--- config.mk ---
export PLATFORM = sky130hd
export DESIGN_NAME = eth_tx_sched_flat
export DESIGN_NICKNAME = d
export VERILOG_FILES = /design/src/rtl/eth_tx_sched_if.sv /design/src/rtl/eth_tx_sched.sv /design/src/flat_wrapper.sv
export SDC_FILE = /design/constraint.sdc
export NUM_CORES = 1
export LEC_CHECK = 0
export BUFFER_PORTS_ARGS = -buffer_cell sky130_fd_sc_hd__buf_2
export CORE_UTILIZATION = 52
export DETAILED_ROUTE_END_ITERATION = 7
export GPL_TIMING_DRIVEN = 0
export PLACE_DENSITY = 0.75
export SYNTH_ARGS = -nofsm -noshare
export SYNTH_HDL_FRONTEND = slang
export SYNTH_SLANG_ARGS = --single-unit
--- constraint.sdc ---
create_clock -name clk_rmii -period 3.04 [get_ports clk_rmii]
set_input_delay 0 -clock clk_rmii [delete_from_list [all_inputs] [get_ports clk_rmii]]
set_output_delay 0 -clock clk_rmii [all_outputs]
set_load 0.05 [all_outputs]
--- src/rtl/eth_tx_sched_if.sv ---
// rtl/eth_tx_sched_if.sv - descriptor, engine and status signals of eth_tx_sched
interface eth_tx_sched_if #(
  parameter int DEPTH  = 4,
  parameter int ADDR_W = 11,
  parameter int LEN_W  = 11
);
  localparam int CNT_W = $clog2(DEPTH) + 1;

  logic              desc_valid;
  logic              desc_ready;
  logic [ADDR_W-1:0] desc_base;
  logic [LEN_W-1:0]  desc_len;
  logic              flush;
  logic              tx_start;
  logic [ADDR_W-1:0] tx_base;
  logic [LEN_W-1:0]  tx_len;
  logic              tx_done;
  logic              tx_kill;
  logic              busy;
  logic [CNT_W-1:0]  q_count;
  logic [7:0]        done_count;
  logic              err_timeout;
  logic              irq;
  logic              irq_ack;

  modport master (
    output desc_valid, desc_base, desc_len, flush, tx_done, irq_ack,
    input  desc_ready, tx_start, tx_base, tx_len, tx_kill, busy, q_count,
           done_count, err_timeout, irq
  );

  modport slave (
    input  desc_valid, desc_base, desc_len, flush, tx_done, irq_ack,
    output desc_ready, tx_start, tx_base, tx_len, tx_kill, busy, q_count,
           done_count, err_timeout, irq
  );
endinterface

--- src/rtl/eth_tx_sched.sv ---
// rtl/eth_tx_sched.sv - tx descriptor queue and frame launcher with inter-frame gap
// Optional ACTIVE watchdog enabled by defining ETH_TX_SCHED_WATCHDOG_EN.
module eth_tx_sched #(
  parameter int DEPTH       = 4,
  parameter int ADDR_W      = 11,
  parameter int LEN_W       = 11,
  parameter int IFG_CYCLES  = 48,
  parameter int WDOG_CYCLES = 8192
) (
  input  logic           clk_rmii,
  input  logic           rstn,
  eth_tx_sched_if.slave  bus
);
  localparam int PTR_W = $clog2(DEPTH);
  localparam int CNT_W = PTR_W + 1;
  localparam int GAP_W = $clog2(IFG_CYCLES + 1);

  typedef enum logic [1:0] {
    S_IDLE,
    S_START,
    S_ACTIVE,
    S_GAP
  } state_t;

  state_t            r_state;
  state_t            w_state_nxt;

  logic [ADDR_W-1:0] r_base_mem [DEPTH];
  logic [LEN_W-1:0]  r_len_mem  [DEPTH];
  logic [PTR_W-1:0]  r_wr_ptr;
  logic [PTR_W-1:0]  r_rd_ptr;
  logic [CNT_W-1:0]  r_count;

  logic [ADDR_W-1:0] r_tx_base;
  logic [LEN_W-1:0]  r_tx_len;
  logic [GAP_W-1:0]  r_gap;
  logic [7:0]        r_done_cnt;
  logic              r_irq;

  logic              w_desc_ready;
  logic              w_push;
  logic              w_pop;
  logic              w_load;
  logic              w_done;
  logic              w_kill;
  logic              w_q_empty;
  logic [ADDR_W-1:0] w_head_base;
  logic [LEN_W-1:0]  w_head_len;

`ifdef ETH_TX_SCHED_WATCHDOG_EN
  localparam logic [12:0] WDOG_LAST = 13'(WDOG_CYCLES - 1);
  logic [12:0]       r_wdog;
  logic              r_err;
`else
  localparam int unsigned unused_wdog_cycles = WDOG_CYCLES;
`endif

  assign w_desc_ready = rstn & ~bus.flush & (r_count != CNT_W'(DEPTH));
  assign w_push       = bus.desc_valid & w_desc_ready;
  assign w_q_empty    = (r_count == '0);
  assign w_head_base  = r_base_mem[r_rd_ptr];
  assign w_head_len   = r_len_mem[r_rd_ptr];

  always_ff @(posedge clk_rmii) begin
    if (w_push) begin
      r_base_mem[r_wr_ptr] <= bus.desc_base;
      r_len_mem[r_wr_ptr]  <= bus.desc_len;
    end
  end

  // flush realigns the read pointer onto the write pointer; a push is never
  // accepted in the same cycle because desc_ready is low.
  always_ff @(posedge clk_rmii) begin
    if (!rstn) begin
      r_wr_ptr <= '0;
      r_rd_ptr <= '0;
      r_count  <= '0;
    end else if (bus.flush) begin
      r_rd_ptr <= r_wr_ptr;
      r_count  <= '0;
    end else begin
      if (w_push) r_wr_ptr <= r_wr_ptr + PTR_W'(1);
      if (w_pop)  r_rd_ptr <= r_rd_ptr + PTR_W'(1);
      case ({w_push, w_pop})
        2'b10:   r_count <= r_count + CNT_W'(1);
        2'b01:   r_count <= r_count - CNT_W'(1);
        default: r_count <= r_count;
      endcase
    end
  end

  always_ff @(posedge clk_rmii) begin
    if (!rstn) r_state <= S_IDLE;
    else       r_state <= w_state_nxt;
  end

  // Head fields are captured on the IDLE->START transition so tx_base/tx_len
  // are already valid while tx_start is high.
  always_comb begin
    w_state_nxt = r_state;
    w_pop       = 1'b0;
    w_load      = 1'b0;
    w_done      = 1'b0;
    w_kill      = 1'b0;
    case (r_state)
      S_IDLE: begin
        if (!bus.flush && !w_q_empty) begin
          if (w_head_len != '0) begin
            w_load      = 1'b1;
            w_state_nxt = S_START;
          end else begin
            w_pop = 1'b1;
          end
        end
      end
      S_START: begin
        w_pop       = 1'b1;
        w_state_nxt = S_ACTIVE;
      end
      S_ACTIVE: begin
        if (bus.tx_done) begin
          w_done      = 1'b1;
          w_state_nxt = S_GAP;
        end
`ifdef ETH_TX_SCHED_WATCHDOG_EN
        else if (r_wdog == WDOG_LAST) begin
          w_kill      = 1'b1;
          w_state_nxt = S_GAP;
        end
`endif
      end
      S_GAP: begin
        if (r_gap == '0) w_state_nxt = S_IDLE;
      end
      default: w_state_nxt = S_IDLE;
    endcase
  end

  always_ff @(posedge clk_rmii) begin
    if (!rstn) begin
      r_tx_base  <= '0;
      r_tx_len   <= '0;
      r_gap      <= '0;
      r_done_cnt <= '0;
      r_irq      <= 1'b0;
    end else begin
      if (w_load) begin
        r_tx_base <= w_head_base;
        r_tx_len  <= w_head_len;
      end
      if (w_done || w_kill)
        r_gap <= GAP_W'(IFG_CYCLES - 1);
      else if (r_state == S_GAP && r_gap != '0)
        r_gap <= r_gap - GAP_W'(1);
      if (w_done) r_done_cnt <= r_done_cnt + 8'd1;
      if (w_done || w_kill) r_irq <= 1'b1;
      else if (bus.irq_ack) r_irq <= 1'b0;
    end
  end

`ifdef ETH_TX_SCHED_WATCHDOG_EN
  always_ff @(posedge clk_rmii) begin
    if (!rstn) begin
      r_wdog <= '0;
      r_err  <= 1'b0;
    end else begin
      if (r_state == S_ACTIVE) r_wdog <= r_wdog + 13'd1;
      else                     r_wdog <= '0;
      if (w_kill)           r_err <= 1'b1;
      else if (bus.irq_ack) r_err <= 1'b0;
    end
  end

  assign bus.tx_kill     = w_kill;
  assign bus.err_timeout = r_err;
`else
  assign bus.tx_kill     = 1'b0;
  assign bus.err_timeout = 1'b0;
`endif

  assign bus.desc_ready = w_desc_ready;
  assign bus.tx_start   = (r_state == S_START);
  assign bus.tx_base    = r_tx_base;
  assign bus.tx_len     = r_tx_len;
  assign bus.busy       = (r_state != S_IDLE);
  assign bus.q_count    = r_count;
  assign bus.done_count = r_done_cnt;
  assign bus.irq        = r_irq;
endmodule
--- src/flat_wrapper.sv ---
// flat-port wrapper written by rule: the top's interface ports become plain ports
module eth_tx_sched_flat 
#(
  parameter int DEPTH       = 4,
  parameter int ADDR_W      = 11,
  parameter int LEN_W       = 11,
  parameter int IFG_CYCLES  = 48,
  parameter int WDOG_CYCLES = 8192
)
  (clk_rmii, rstn, bus_desc_valid, bus_desc_base, bus_desc_len, bus_flush, bus_tx_done, bus_irq_ack, bus_desc_ready, bus_tx_start, bus_tx_base, bus_tx_len, bus_tx_kill, bus_busy, bus_q_count, bus_done_count, bus_err_timeout, bus_irq);
  eth_tx_sched_if #(.DEPTH(DEPTH), .ADDR_W(ADDR_W), .LEN_W(LEN_W)) bus_i ();
  input  logic clk_rmii;
  input  logic rstn;
  input wire logic [$bits(bus_i.desc_valid)-1:0] bus_desc_valid;
  input wire logic [$bits(bus_i.desc_base)-1:0] bus_desc_base;
  input wire logic [$bits(bus_i.desc_len)-1:0] bus_desc_len;
  input wire logic [$bits(bus_i.flush)-1:0] bus_flush;
  input wire logic [$bits(bus_i.tx_done)-1:0] bus_tx_done;
  input wire logic [$bits(bus_i.irq_ack)-1:0] bus_irq_ack;
  output wire logic [$bits(bus_i.desc_ready)-1:0] bus_desc_ready;
  output wire logic [$bits(bus_i.tx_start)-1:0] bus_tx_start;
  output wire logic [$bits(bus_i.tx_base)-1:0] bus_tx_base;
  output wire logic [$bits(bus_i.tx_len)-1:0] bus_tx_len;
  output wire logic [$bits(bus_i.tx_kill)-1:0] bus_tx_kill;
  output wire logic [$bits(bus_i.busy)-1:0] bus_busy;
  output wire logic [$bits(bus_i.q_count)-1:0] bus_q_count;
  output wire logic [$bits(bus_i.done_count)-1:0] bus_done_count;
  output wire logic [$bits(bus_i.err_timeout)-1:0] bus_err_timeout;
  output wire logic [$bits(bus_i.irq)-1:0] bus_irq;
  assign bus_i.desc_valid = bus_desc_valid;
  assign bus_i.desc_base = bus_desc_base;
  assign bus_i.desc_len = bus_desc_len;
  assign bus_i.flush = bus_flush;
  assign bus_i.tx_done = bus_tx_done;
  assign bus_i.irq_ack = bus_irq_ack;
  assign bus_desc_ready = bus_i.desc_ready;
  assign bus_tx_start = bus_i.tx_start;
  assign bus_tx_base = bus_i.tx_base;
  assign bus_tx_len = bus_i.tx_len;
  assign bus_tx_kill = bus_i.tx_kill;
  assign bus_busy = bus_i.busy;
  assign bus_q_count = bus_i.q_count;
  assign bus_done_count = bus_i.done_count;
  assign bus_err_timeout = bus_i.err_timeout;
  assign bus_irq = bus_i.irq;
  eth_tx_sched #(.DEPTH(DEPTH), .ADDR_W(ADDR_W), .LEN_W(LEN_W), .IFG_CYCLES(IFG_CYCLES), .WDOG_CYCLES(WDOG_CYCLES)) u_core (.clk_rmii(clk_rmii), .rstn(rstn), .bus(bus_i));
endmodule
# Yosys cells after proc, flatten, opt, wreduce, memory -nomap -nowiden
# Memories as Yosys holds them, arrays and structs flattened. A register that Yosys moved wholly into a read port is not among the register bits.
# Cells that the tools add are included.
# totals
register_bits	35
mem_bits_rw	88
inputBits	28
output_inout_bits	39
wordCells	75
mem_count	2
# memory_table
memory	depth	width	read_ports	rd_clocked_by_memory_dff	write_ports	line	text
u_core.r_base_mem	4	11	1	1	1	eth_tx_sched.sv:28	logic [ADDR_W-1:0] r_base_mem [DEPTH];
u_core.r_len_mem	4	11	1	1	1	eth_tx_sched.sv:29	logic [LEN_W-1:0] r_len_mem [DEPTH];
# classes
addsub	6
eq_ne	10
muxes	24
bitwise_logic	5
reduce_logical	19
# ops
cell	n
2-bit two-way mux	8
6-bit two-way mux	2
1-bit two-way mux	11
11-bit nonzero test	1
2-bit nonzero test	5
8-bit by 1-bit adder with 8-bit output (second input constant)	1
2-bit case mux with 4 select lines	1
2-bit equality test (second input constant)	3
6-bit logical NOT	1
2-bit by 1-bit != test with 1-bit output (second input constant)	3
3-bit case mux with 2 select lines	1
6-bit nonzero test	1
6-bit by 1-bit subtractor with 6-bit output (second input constant)	1
2-bit by 1-bit adder with 2-bit output (second input constant)	2
2-bit by 1-bit equality test with 1-bit output (second input constant)	2
4-bit AND reduction	1
2-bit OR reduction	2
3-bit by 1-bit adder with 3-bit output (second input constant)	1
1-bit bitwise AND	3
1-bit logical NOT	3
3-bit logical NOT	1
3-bit != test (second input constant)	1
3-bit by 1-bit subtractor with 3-bit output (second input constant)	1
1-bit logical AND	2
other kinds (5)	6

# Depth between registers and ports, before layout
# logic_depth
word_depth	9
ltp_mapped	11
depth_no_buf	11

# Least setup slack after synthesis
# No wires, ideal clock.
# synth_path
kind	reg-to-reg
from	register (tool-made name)
to	register u_core.r_count[2] (netlist: u_core.bus.q_count[2])
setup_ns	0.070
arrival_time_ns	3.137
required_ns	2.970
setup_slack_ns	-0.167
stages_incl_launch_ff	12
n_path_buf	1
period_less_slack_ns	3.207
cell_sequence	dfxtp_1 > buf_6 > mux4_2 > or4_4 > nor4_1 > or2_1 > ha_1 > inv_1 > fa_1 > xor2_1 > or3_1 > a21oi_1
# synth_lines
item	line	text
end signal, assigned	eth_tx_sched.sv:85	2'b10: r_count <= r_count + CNT_W'(1);
end signal, assigned	eth_tx_sched.sv:86	2'b01: r_count <= r_count - CNT_W'(1);
end signal, assigned	eth_tx_sched.sv:87	default: r_count <= r_count;
end, declared	eth_tx_sched.sv:32	logic [CNT_W-1:0] r_count;

==> reports/results.ini <==
[layout]
syn2layout_area_growth_pct=26.8
multi_input_area_um2=1710
fillerInstances=697
utilization=0.694
ff_latch_area_um2=3610
fin_nets=506
layout-drive-gt1-share=0.295
finalInstanceArea_um2=6910
antenna_cells=0

[synth]
synth_top_cell_by_area=edfxtp_1
synth_edf_count=88
synth_flop_cell=edfxtp_1
ys_seq_elements=136
synth.cell_area_um2=5450
netlist.area_leader.share=0.485
synth_most_common_cell=edfxtp_1
syn_inst=344
async_flop_share=0
synth_cell_type_count=37
yosysSeqAreaShare=0.661
yosys-top-cells-count=88 x edfxtp_1, 48 x dfxtp_1, 23 x mux2i_1
yosysWarningCount=0
synth_area_leaders=edfxtp_1 49%, dfxtp_1 18%, mux4_2 6.6%
avgSynthCellArea_um2=15.8

[floorplanning]
fp.dieH_um=104
die_x_um=104
dieArea_um2=10900
fp-row-count=36
start_util=0.547
boundaryPins=67
core_um2=9950

[setup_path]
cp_max_fo=9
worstSetupEndpointType=flop
cp_data_required_time_ns=3.49
crit_path_start_kind=flop
r2r.worst_path.cells=11
worstPathArrival_ns=3.71
criticalPathCategory=flop to flop

[power]
p_seq_frac=0.432
sw_frac_of_total=0.264
power.switching_mw=1.26
pwr-share-comb=0.156
power.leakage_nw=2.50
power_density_nw_per_um2=692
peakVddDrop_v=0.000530
clock_power_share=0.412
intPower_mw=3.52

[clock_network]
h-tree-depth=4
cts_buffers=17
clk_pin_slew_ns=0.06
ctsRootBufferMaster=clkbuf_8
clock_path_buffers=2
cts_tree=built
clkSinkCount=136
clock_latency_ns=0.52

[sta]
fin_skew_ns=0.0118
period_minus_slack_ns=3.26
rsz0062_at_grt=true
period_share=1.07
hold_viol_final=0
finalSetupViolCount=2
setup_ws_ns=-0.217
max-slew-margin-rel=0.189
whs_ns=0.0665
drv_slew=0
max_freq_mhz=307
tightest_slew_ns=1.22

[place]
gp_congestion=0.781
dpl_cell_area_um2=5950
place_hpwl_um=6400
detailedPlace.worstSlack_ns=-0.508
numPortBuffers=63

[grt]
met3_usage=0.0652
antenna_found_initial=0
gr-usage-all-layers=0.212
grt_pass1_vias=3369
grt_max_degree=23
grt_busiest_layer=met2
use_met1=0.251
grt_overflow=0
grt_use_met2=0.362
grt_pass1_wl_um=17100

[job]
max-cap-violations=0

[detailed_routing]
drt_iter0_markers=153
dr.pass1.iters=4
vias_per_cell=5.38
routed_wl_um=10900
wire_per_inst_um=17.8
drc=0
vias=3286
postRouteAntennaNets=0

[outcome]
violations=setup timing
status=finished with violations

[worst_hold_path]
min_path_cells=3
hold_class=input pin to flop

## worst paths after layout
path | start | slack (ns) | end
max | flop | -0.22 | u_core.bus.q_count[2]$_SDFFE_PP0P_
min | rstn | 0.07 | u_core.bus.q_count[2]$_SDFFE_PP0P_
max reg2reg | flop | -0.22 | u_core.bus.q_count[2]$_SDFFE_PP0P_
min reg2reg | u_core.r_state[1]$_SDFFE_PN0P_ | 0.50 | u_core.r_state[1]$_SDFFE_PN0P_
## flip-flops by register name (all words and copies together) (netlist names), named ones only
signal	count
u_core.r_base_mem	44
u_core.r_len_mem	44
u_core.bus.tx_base	11
u_core.bus.tx_len	11
u_core.bus.done_count	8
u_core.r_gap	6
u_core.bus.q_count	3
u_core.r_rd_ptr	2
u_core.r_state	2
u_core.r_wr_ptr	2
u_core.bus.irq	1
## area by class of cell
class,count,share of cell area
Clock inverter,13,0.0215
Buffer,15,0.0176
Multi-Input combinational cell,180,0.247
Sequential cell,136,0.522
Timing Repair Buffer,101,0.0992
Inverter,14,0.00760
Tap cell,133,0.0241
Clock buffer,19,0.0610
## kinds of logic after synthesis
group	synth area share
AOI/OAI and AO/OA	0.0370
buffers and inverters	0.0301
other	0.000688
and+or+nand+nor	0.0813
DFF	0.661
adders and majority gates	0.0312
muxes	0.137
xor gates and xnor gates	0.0209
## layer usage
layer / share of wire / vias up
li1: - / 1526
met1: 0.40 / 1639
met2: 0.52 / 105
met3: 0.057 / 16
met4: 0.015 / 0
met5: 0 / -
## critical path, stage by stage, from the launching register on
cell and delay (ns):
dfxtp_4 0.37, buf_12 0.14, mux4_2 0.54, or4_4 0.58, nor4_4 0.25, or2_1 0.17, ha_2 0.20, inv_2 0.04
fa_2 0.33, xor2_1 0.15, or3_1 0.32, a21oi_2 0.11
## power by group through the flow
| stage | sequential (mW) | combinational, mW | clock, mW |
|---|---|---|---|
| after floorplan | 2.18 | 0.431 | 0 |
| after global placement | 2.10 | 0.652 | 0 |
| after detailed placement | 2.10 | 0.667 | 0 |
| after CTS | 2.07 | 0.727 | 2.00 |
| after global routing | 2.07 | 0.804 | 2.07 |
| final | 2.07 | 0.747 | 1.97 |
## metrics by stage
stage	std cells	TNS, ns	total power, mW
after floorplan	345	-0.0698	2.61
after global placement	541	-0.792	2.75
after detailed placement	541	-0.886	2.77
after CTS	607	-0.299	4.79
after global routing	611	-0.504	4.95
final	611	-0.286	4.78
## timing repair
item                                    4_1_cts  5_1_grt
endpoints found under the setup margin        2        2
setup buffers                                 5        4
hold endpoints to repair                    106        0
cloned                                        0        0
gates resized for setup                       8        6
pin swaps                                     4        5
hold buffers                                 29        0
## cells in the final DEF (no fill, tap or decap), drive strengths merged, types with 7 or more instances in the layout
master,Yosys,routed
nor2b,22,22
mux2i,23,23
buf,6,79
mux4,22,22
and2,8,8
nand2,13,13
inv,14,16
dfxtp,48,48
clkbuf,9,27
dlygate4sd3,0,29
ha,12,12
xnor2,9,9
clkinv,0,7
a21boi,9,9
edfxtp,88,88
and3,7,7
Note: power is estimated with default switching activity, not from simulation.
